### config.mk
export PLATFORM = sky130hd
export DESIGN_NAME = sram_req_arbiter
export DESIGN_NICKNAME = d
export VERILOG_FILES = /design/src/rtl/sram_req_arbiter.sv
export SDC_FILE = /design/constraint.sdc
export NUM_CORES = 1
export LEC_CHECK = 0
export CORE_ASPECT_RATIO = 1.4
export CORE_MARGIN = 5
export CORE_UTILIZATION = 45
export DETAILED_ROUTE_END_ITERATION = 10
export PLACE_DENSITY = 0.74
export SYNTH_ARGS = -nofsm -noshare
export SYNTH_HDL_FRONTEND = slang
export SYNTH_SLANG_ARGS = --single-unit
### constraint.sdc
create_clock -name clk -period 36.4 [get_ports clk]
set_input_delay 10.92 -clock clk [delete_from_list [all_inputs] [get_ports clk]]
set_output_delay 10.92 -clock clk [all_outputs]
set_load 0.1 [all_outputs]
### src/rtl/sram_req_arbiter.sv
// Round-robin arbiter sharing one SRAM request port between shifter/updater rd/wr slots.
// Define SRAM_ARB_STATS_EN to add grant counters and peak outstanding-read tracking.
module sram_req_arbiter #(
    parameter int SRAM_ADDR_WIDTH = 19,
    parameter int SRAM_DATA_WIDTH = 72,
    parameter int TAG_DEPTH_BITS  = 3
) (
    input  logic                       clk,
    input  logic                       reset,
    input  logic                       s_rd_req,
    input  logic [SRAM_ADDR_WIDTH-1:0] s_rd_addr,
    output logic                       s_rd_ack,
    output logic [SRAM_DATA_WIDTH-1:0] s_rd_data,
    output logic                       s_rd_vld,
    input  logic                       s_wr_req,
    input  logic [SRAM_ADDR_WIDTH-1:0] s_wr_addr,
    input  logic [SRAM_DATA_WIDTH-1:0] s_wr_data,
    output logic                       s_wr_ack,
    input  logic                       u_rd_req,
    input  logic [SRAM_ADDR_WIDTH-1:0] u_rd_addr,
    output logic                       u_rd_ack,
    output logic [SRAM_DATA_WIDTH-1:0] u_rd_data,
    output logic                       u_rd_vld,
    input  logic                       u_wr_req,
    input  logic [SRAM_ADDR_WIDTH-1:0] u_wr_addr,
    input  logic [SRAM_DATA_WIDTH-1:0] u_wr_data,
    output logic                       u_wr_ack,
    output logic                       sram_req,
    output logic                       sram_we,
    output logic [SRAM_ADDR_WIDTH-1:0] sram_addr,
    output logic [SRAM_DATA_WIDTH-1:0] sram_wr_data,
    input  logic                       sram_ack,
    input  logic [SRAM_DATA_WIDTH-1:0] sram_rd_data,
    input  logic                       sram_rd_vld,
    output logic                       proto_err
`ifdef SRAM_ARB_STATS_EN
    ,
    output logic [31:0]                s_grant_cnt,
    output logic [31:0]                u_grant_cnt,
    output logic [TAG_DEPTH_BITS:0]    max_outstanding
`endif
);

    localparam int AW    = SRAM_ADDR_WIDTH;
    localparam int DW    = SRAM_DATA_WIDTH;
    localparam int TDB   = TAG_DEPTH_BITS;
    localparam int DEPTH = 1 << TDB;

    typedef enum logic {IDLE, ISSUE} state_t;

    state_t state, state_nxt;

    // Slot order: 0 S-rd, 1 S-wr, 2 U-rd, 3 U-wr (bit0 = write, bit1 = updater)
    logic [3:0]    req;
    logic [3:0]    pending;
    logic [3:0]    elig;
    logic [3:0]    ack_q;
    logic [AW-1:0] addr_in   [4];
    logic [AW-1:0] slot_addr [4];
    logic [DW-1:0] slot_data [2];
    logic [1:0]    rr;
    logic [1:0]    cur;
    logic [1:0]    pick;
    logic          pick_vld;
    logic          issue;
    logic          done;

    logic [DEPTH-1:0] tag_mem;
    logic [TDB-1:0]   wr_ptr;
    logic [TDB-1:0]   rd_ptr;
    logic [TDB:0]     count;
    logic             full;
    logic             push;
    logic             pop;

    assign req        = {u_wr_req, u_rd_req, s_wr_req, s_rd_req};
    assign addr_in[0] = s_rd_addr;
    assign addr_in[1] = s_wr_addr;
    assign addr_in[2] = u_rd_addr;
    assign addr_in[3] = u_wr_addr;

    assign full = (count == (TDB+1)'(DEPTH));
    assign elig = pending & {1'b1, ~full, 1'b1, ~full};
    assign push = done & ~cur[0];
    assign pop  = sram_rd_vld & (count != '0);

    // Walk downwards so the lowest offset from rr wins
    always_comb begin
        pick     = rr;
        pick_vld = 1'b0;
        for (int i = 3; i >= 0; i--) begin
            if (elig[rr + 2'(i)]) begin
                pick     = rr + 2'(i);
                pick_vld = 1'b1;
            end
        end
    end

    always_ff @(posedge clk or posedge reset) begin
        if (reset) state <= IDLE;
        else       state <= state_nxt;
    end

    always_comb begin
        state_nxt = state;
        unique case (state)
            IDLE:    if (pick_vld) state_nxt = ISSUE;
            ISSUE:   if (sram_ack) state_nxt = IDLE;
            default: state_nxt = IDLE;
        endcase
    end

    always_comb begin
        sram_req = 1'b0;
        issue    = 1'b0;
        done     = 1'b0;
        unique case (state)
            IDLE:  issue = pick_vld;
            ISSUE: begin
                sram_req = 1'b1;
                done     = sram_ack;
            end
            default: ;
        endcase
    end

    always_ff @(posedge clk or posedge reset) begin
        if (reset) begin
            pending <= '0;
            for (int i = 0; i < 4; i++) slot_addr[i] <= '0;
            slot_data[0] <= '0;
            slot_data[1] <= '0;
        end else begin
            for (int i = 0; i < 4; i++) begin
                if (req[i] && !pending[i]) begin
                    pending[i]   <= 1'b1;
                    slot_addr[i] <= addr_in[i];
                end else if (done && cur == 2'(i)) begin
                    pending[i] <= 1'b0;
                end
            end
            if (s_wr_req && !pending[1]) slot_data[0] <= s_wr_data;
            if (u_wr_req && !pending[3]) slot_data[1] <= u_wr_data;
        end
    end

    always_ff @(posedge clk or posedge reset) begin
        if (reset) begin
            cur          <= '0;
            sram_we      <= 1'b0;
            sram_addr    <= '0;
            sram_wr_data <= '0;
        end else if (issue) begin
            cur          <= pick;
            sram_we      <= pick[0];
            sram_addr    <= slot_addr[pick];
            sram_wr_data <= pick[0] ? slot_data[pick[1]] : '0;
        end
    end

    always_ff @(posedge clk or posedge reset) begin
        if (reset) begin
            ack_q <= '0;
            rr    <= '0;
        end else begin
            ack_q <= done ? (4'b0001 << cur) : 4'b0000;
            if (done) rr <= cur + 2'd1;
        end
    end

    assign s_rd_ack = ack_q[0];
    assign s_wr_ack = ack_q[1];
    assign u_rd_ack = ack_q[2];
    assign u_wr_ack = ack_q[3];

    // Tag FIFO: one bit per outstanding read, 0 = shifter, 1 = updater
    always_ff @(posedge clk or posedge reset) begin
        if (reset) begin
            tag_mem <= '0;
            wr_ptr  <= '0;
            rd_ptr  <= '0;
            count   <= '0;
        end else begin
            if (push) begin
                tag_mem[wr_ptr] <= cur[1];
                wr_ptr          <= wr_ptr + 1'b1;
            end
            if (pop) rd_ptr <= rd_ptr + 1'b1;
            if (push && !pop)      count <= count + 1'b1;
            else if (!push && pop) count <= count - 1'b1;
        end
    end

    always_ff @(posedge clk or posedge reset) begin
        if (reset) begin
            s_rd_vld  <= 1'b0;
            u_rd_vld  <= 1'b0;
            s_rd_data <= '0;
            u_rd_data <= '0;
            proto_err <= 1'b0;
        end else begin
            s_rd_vld <= pop & ~tag_mem[rd_ptr];
            u_rd_vld <= pop & tag_mem[rd_ptr];
            if (pop && !tag_mem[rd_ptr]) s_rd_data <= sram_rd_data;
            if (pop && tag_mem[rd_ptr])  u_rd_data <= sram_rd_data;
            if (|(req & pending) || (sram_rd_vld && count == '0))
                proto_err <= 1'b1;
        end
    end

`ifdef SRAM_ARB_STATS_EN
    always_ff @(posedge clk or posedge reset) begin
        if (reset) begin
            s_grant_cnt     <= '0;
            u_grant_cnt     <= '0;
            max_outstanding <= '0;
        end else begin
            if (done && !cur[1] && !(&s_grant_cnt)) s_grant_cnt <= s_grant_cnt + 1'b1;
            if (done && cur[1] && !(&u_grant_cnt))  u_grant_cnt <= u_grant_cnt + 1'b1;
            if (count > max_outstanding) max_outstanding <= count;
        end
    end
`endif

endmodule

# ---- After elaboration in Yosys (flattened, before gate mapping)
# Cells that the tools add are included.
dict set report classes {
  addsub 8
  order_cmp 9
  eq_ne 4
  shift 1
  mux 45
  bitwise 12
  reduce_logical 31
}
# operator n
set ops {}
lappend ops {{$mux W72} 4}
lappend ops {{$bmux W19 S2} 1}
lappend ops {{$mux W19} 2}
lappend ops {{$mux W1} 23}
lappend ops {{$logic_and A1 B1 Y1} 14}
lappend ops {{$lt A2 B3 Y1 const B} 4}
lappend ops {{$mux W4} 3}
lappend ops {{$reduce_bool A2 Y1} 5}
lappend ops {{$and A4 B4 Y4} 2}
lappend ops {{$bmux W1 S2} 4}
lappend ops {{$bwmux W8} 1}
lappend ops {{$lt A3 B4 Y1 const B} 2}
lappend ops {{$mux W2} 4}
lappend ops {{$logic_not A1 Y1} 7}
lappend ops {{$add A3 B1 Y3 const B} 2}
lappend ops {{$add A2 B1 Y2 const B} 2}
lappend ops {{$add A2 B2 Y2 const B} 2}
lappend ops {{$add A4 B1 Y4 const B} 1}
lappend ops {{$and A1 B1 Y1} 4}
lappend ops {{$eq A2 B2 Y1 const B} 2}
lappend ops {{$eq A4 B4 Y1 const B} 1}
lappend ops {{$logic_not A4 Y1} 1}
lappend ops {{$not A1 Y1} 4}
lappend ops {{$reduce_bool A4 Y1} 1}
lappend ops {{14 further kinds} 14}
dict set report totals {
  reg_bits 490
  in_bits 300
  out_inout_bits 244
  wordCells 136
}

# ---- Logic depth before layout (Yosys ltp)
dict set report logic_depth {
  depth_word 14
  mapped_depth 11
  depth_no_buf 10
}

# ---- Worst setup path after synthesis
# OpenSTA, ideal clock, no wires.
dict set report synth_timing {
  kind {input-to-reg}
  from {in sram_ack}
  to {reg count[3]}
  setup_time_ns 0.125
  arrival_ns 12.559
  required_time_ns 36.275
  setup_slack_ns 23.716
  path_stages 10
  cell_sequence {nand2_1 nor2_1 ha_1 inv_1 ha_1 a21o_1 a21oi_1 xnor2_1 nor2_1 xor2_1}
}
dict set report synth_between {
  elab_chain_len 5
  elab_cells_between_ends 7
  cone_classes {mux: 2; bitwise: 1; reduce/logical: 4}
}
# item line
set synth_lines {}
lappend synth_lines {{start: declaration} 32} ;# input logic sram_ack,
lappend synth_lines {{$mux W1 (*)} 117} ;# unique case (state)
lappend synth_lines {{$and A1 B1 Y1 (*)} 84} ;# assign push = done & ~cur[0];
lappend synth_lines {{named net push} 73} ;# logic push;
lappend synth_lines {{$logic_not A1 Y1} 190} ;# else if (!push && pop) count <= count - 1'b1;
lappend synth_lines {{$logic_and A1 B1 Y1} 190}
lappend synth_lines {{$reduce_bool A2 Y1 (no source line)} n/a}
lappend synth_lines {{end signal: assignment} 189} ;# if (push && !pop) count <= count + 1'b1;
lappend synth_lines {{end signal: assignment} 190}
lappend synth_lines {{end: declaration} 71} ;# logic [TDB:0] count;
# The timed path passes the listed nets; every way through them passes the cells marked *.
# A chain may end at the register's enable or synchronous reset.

==> flow_summary.ini <==
[outcome]
status = finished, final reports clean

[logic_synthesis]
yosysWarnings = 0
synth_top_area_cell = dfrtp_1
synth_edf_count = 0
synth.avg_cell_area_sq_um = 13.2
synth_nets = 1815
synthArstFlopShare_pct = 100
syn_area_sq_um = 19800
yosysSeqAreaShare_pct = 61.8
synth-seq-cells = 489
synth_ff_type = dfrtp_1
synth.distinct_cells = 47
synth_area_leaders = dfrtp_1 62%, mux2_2 13%, nand2_1 6.1%
synth_cells = 1505
yosys.area.top_type_share_pct = 61.8

[route]
avgRoutedWirePerCell_um = 21.4
wirelength_um = 56400
detail_route.vias_per_cell = 5.17
drt_first_iter_violations = 743
drcViolationCount = 0
drt_first_pass_iters = 4
ant_nets = 0
vias = 13600

[clocking]
clockBufferDepth = 3
ctsResizeCount = 0
post_cts.repair.setup_buffers = 0
clkSinkCount = 489
numCtsBuffers = 47
h-tree-depth = 2
cts_tree = built
clkSlewWorstSetupHoldPaths_ns = 0.06
cts_root_buf = clkbuf_16
hold_buffers = 0
clk_latency_ns = 0.56

[min_path]
hold_class = flip-flop to flip-flop
min-delay-start = s_rd_data[8]

[worst_setup_path]
rr_worst_depth = 8
worst-r2r-setup-slack_ns = 32.71
critical_path_required_ns = 36.93
cp_cell_sequence = clkdlybuf4s50_1, inv_8, buf_4, buf_4
slowest_delay_ns = 0.91
cp_slowest_cell = buf_4
cp_max_fo = 120
endpoint = slot_data[24]
worstReg2RegEnd = sram_wr_data[24]
critPathTopFamily = buffers and inverters
crit_start = reset
path_buf_inv = 4
cp_data_arrival_time_ns = 13.90
path_class = input pin to async pin
start_kind = input pin
worst-path-stages = 4
cp-end-kind = async pin
reg2reg_from = count[0]
crit_top_cell = buf_4

[layout]
area_growth_pct = 37.4
final_cell_area_sq_um = 27200
nFillCells = 3453
regArea_sq_um = 12200
layout.nets = 2342
drive_gt1_share_pct = 17.5
layout.cells.non_filler = 2637
multi_input_area_sq_um = 7110

[floorplan]
coreArea_sq_um = 43800
fp.dieArea_sq_um = 48300
die_h_um = 258
fp-row-count = 91
initial_utilization_pct = 45.2
io-pin-count = 544
die_x_um = 187

[global_route]
grt_pass1_vias = 14800
grt_max_degree = 121
grtUsageTotal_pct = 22.8
grt_pass1_wl_um = 86900
antenna_found_initial = 15
overflow = 0

[place]
placed_cell_area_sq_um = 25700
place_congestion = 0.828
dp_slack_ns = 22.35
dp_hpwl_um = 40000
place_inst = 2541
port_buffers = 543

[sta]
tightest_slew_ns = 1.19
setup_ws_ns = 23.03
setup_viol = 0
rsz0062_at_grt = no
tns_ns = 0
fin_crit_ns = 13.37
drv_slew = 0
report.final.hold_viol_count = 0
relSlewSlack_pct = 20.3
period_share_pct = 36.7
finClkSkew_ns = 0.0237
clock.fmax_mhz = 74.8

[flow_run]
cap_violations = 0
## worst min path at each step
stage | slack [ns] | depth (start not counted) | endpoint
2_1_floorplan | 0.44 | 2 | tag_mem[0]
3_3_place_gp | 0.46 | 2 | s_rd_data[6]
3_5_place_dp | 0.46 | 2 | s_rd_data[63]
4_1_cts | 0.48 | 2 | s_rd_data[63]
5_1_grt | 0.50 | 2 | s_rd_data[41]
6_report | 0.47 | 2 | s_rd_data[8]
## sequential cells by signal, summed over array words and instances (netlist names)
name / flops
sram_wr_data: 72
ack_q: 4
u_rd_data: 72
tag_mem: 8
wr_ptr: 3
rd_ptr: 3
cur: 2
s_rd_data: 72
rr: 2
state: 1
s_rd_vld: 1
u_rd_vld: 1
sram_addr: 19
slot_data: 144
proto_err: 1
slot_addr: 76
count: 4
pending: 4
## logic make-up (layout without fill, tap and decap cells)
group	count (synthesis)	count (layout)	share of synthesized area (%)
xor+xnor	8	8	0.354
fa+ha+maj	10	10	0.670
flops	489	489	61.8
other cells	0	13	0
simple gates	351	351	7.06
compound gates	120	120	3.46
buf+inv	95	656	2.53
mux	432	432	24.1
## Yosys cell counts, drive strengths merged (2+ instances only)
library cell and count:
nor3b 2, ha 9, xnor2 5, o21a 2
mux2 319, nor2b 4, nand3b 2, nor3 2
o21ai 100, buf 44, a21oi 5, nand2b 4
and3 4, mux2i 111, dfrtp 489, a21o 2
clkbuf 40, inv 11, mux4 2, nand2 320
nor2 7, o21bai 5, nand3 2, xor2 3
## per-stage QoR
step	util, %	hold WS, ns
6_report	62.0	0.473
5_1_grt	62.0	0.495
4_1_cts	62.0	0.477
3_5_place_dp	58.6	0.461
3_3_place_gp	58.6	0.457
2_1_floorplan	-	0.444
## cell type report
cell class	count	area share, %
multi-input combinational	921	26.2
antenna	13	0.120
sequential	489	45.0
inverter	11	0.179
tap	558	2.57
timing repair buffer	562	20.5
clock buffer	68	5.02
clock inverter	15	0.488
## routing by layer
metal / global-route usage, % / part of all wire [%]
met1: 26.7 / 37
met2: 39.6 / 51
met3: 8.44 / 9.2
met4: 6.45 / 2.4
met5: 0 / 0.023
## cells in the final DEF (no fill, tap or decap), types with 13 or more instances in the layout
master and n:
diode_2 13, dfrtp_1 489, mux2_2 236, buf_4 22
mux2i_1 111, o21ai_1 82, mux2_1 76, clkbuf_16 47
clkdlybuf4s50_1 540, nand2_1 320
## tightest hold or removal path: cells and delay by family, from the launching register on
family | cells | cell delay (ns)
flops | 1 | 0.34
simple gates | 2 | 0.10
Power is not shown: default switching activity piles up to over one toggle a cycle in this logic, so the estimate is an artifact.
==> RTL change, RTL diff (same flow settings) <==
`TAG_DEPTH_BITS`: 3 -> 6.
--- a/src/rtl/sram_req_arbiter.sv
+++ b/src/rtl/sram_req_arbiter.sv
@@ -4,5 +4,5 @@
     parameter int SRAM_ADDR_WIDTH = 19,
     parameter int SRAM_DATA_WIDTH = 72,
-    parameter int TAG_DEPTH_BITS  = 3
+    parameter int TAG_DEPTH_BITS  = 6
 ) (
     input  logic                       clk,
Formal check against the unedited RTL: no difference found for any inputs over 4 cycles, from zero or initial values and one cycle with reset high; that may be too few to reach the edited logic, so the function may still have changed.
==> RTL change against the original RTL <==
Sequential share of layout area is 0.14 points lower. Non-clock buffer count is 1 higher. Synthesized cell count increased by 14%. Die area rose by 15%. Wire length is 16% higher. Global-route usage increased by 0.38 points. Setup slack got worse by 0.12 ns. Sequential cell count grew 65. Maximum frequency down 0.88%. Area after synthesis grew 16%. Final area is 14% higher. Cell count rose by 11%. First-iteration DRC count up 8.1%.
Power is left out: the tool's default activity adds up to more than one toggle a clock period on the data nets, which glitch-free logic cannot reach.
==> RTL change: results (changes against the original RTL) <==
- Netlist cell types: 53 (+13%)
- Number of fill cells in the layout: 4028 (+17%)
- Measured slew at the worst slew-check pin: 1.301 ns (+0.1094 ns)
- Largest net degree at the start of global routing: 191 (+58%)
- CTS buffer count: 54 (+15%)
- Crit-path max cell delay: 0.92 ns
- DR iter-0 viols: 803 (+8.1%)
- Ys async rst share: 100.0% (unchanged)
- Share of layout cells above drive strength 1: 22.09% (+4.6 points)
- Setup repair bufs after CTS: 0 (unchanged)
- Synth cell count leaders: dfrtp_1 (554), mux2_2 (358), nand2_1 (163)
- Min-delay src: sram_wr_data[61]
- Top flop regs: slot_data x144, slot_addr x76
- Critical path origin: reset
- Clock tree buffer depth: 3 (unchanged)
- IO Port Bufs: 543 (unchanged)
- Syn Nets: 2026 (+12%)
- Pre-antenna DRT Iters: 5 (+1)
- Final WL: 65330 um (+16%)
- Via count: 15804 (+16%)
- Hpwl dp: 46500 um (+16%)
- Area after DPL: 29000 um2 (+13%)
- Crit path max fanout: 138 (+15%)
- Slowest cell on crit path: buf_4
- H-tree lvl count: 2 (unchanged)
- Hold WC Path Type: reg2reg
- Top cells by area, synth: dfrtp_1 (60%), mux2_2 (18%), mux2i_1 (5.4%)
- GRT Util Overall: 23.19% (+0.38 points)
- Ys Warns: 0 (unchanged)
- First-pass GRT wire length: 102400 um (+18%)
- Hold Fails Final Rpt: 0 (unchanged)
- Crit path DAT: 14.04 ns (+0.14 ns)
- Clk root buf: clkbuf_16
- Layout Nets: 2539 (+8.4%)
- Worst clock skew: 0.01496 ns (-0.008710 ns)
- Clk slew on worst S/H paths: 0.06 ns (about the same)
- Placer Congestion: 0.8466 (+2.3%)
- Initial antenna violation count: 11 (-4)
- Vias in the first global route: 17442 (+18%)
- Worst-Skew Late Latency: 0.60 ns (+0.04 ns)
- Status: completed
- Register area share after synthesis: 60.29% (-1.5 points)
-- RTL change: cell families (layout without fill, tap and decap cells) --
kind of cell    after synthesis  in the layout  share of synthesized area, %
compound gates              235            235                         6.432
simple gates                269            269                         5.219
other cells                   0              8                             0
xor+xnor                     15             15                        0.5714
mux                         503            503                         24.44
buf+inv                     124            679                         2.302
flops                       554            554                         60.29
fa+ha+maj                    13             13                        0.7400
-- RTL change: final timing paths --
kind                                    endpoint  slack, ns
max in group clk                        count[6]      22.98
worst max-delay path               slot_addr[66]      22.91
worst min-delay path            sram_wr_data[61]       0.48
worst max register to register  sram_wr_data[71]      32.20
worst min register to register  sram_wr_data[61]       0.48
min in group asynchronous       sram_wr_data[64]      10.89
-- RTL change: layout make-up --
type	instances	area (um2)	share of cell area (%)
antenna	8	20.02	0.06477
clock buffer	76	1604	5.190
clock inverter	22	286.5	0.9271
inverter	18	75.07	0.2429
multi-input combinational	1035	8646	27.97
sequential	554	13860	44.86
tap	650	813.3	2.631
timing repair buffer	563	5598	18.11
-- RTL change: worst max-delay path: cells and delay by family --
| family | cells | cell delay, ns |
|---|---|---|
| buf+inv | 4 | 2.90 |
-- RTL change: routing by layer --
layer,wire length (um),vias up,track usage (%)
met5,54,-,0
met4,2592,8,8.776
met3,5483,130,7.916
met2,33530,544,41.23
met1,23670,8006,25.64
li1,-,7116,-
-- RTL change: per-stage QoR --
step	setup WS, ns	util [%]	std cells
2_1_floorplan	9.989	-	1713
3_3_place_gp	22.29	56.98	2820
3_5_place_dp	22.18	56.98	2820
4_1_cts	22.81	60.70	2918
5_1_grt	22.40	60.73	2924
6_report	22.91	60.74	2926
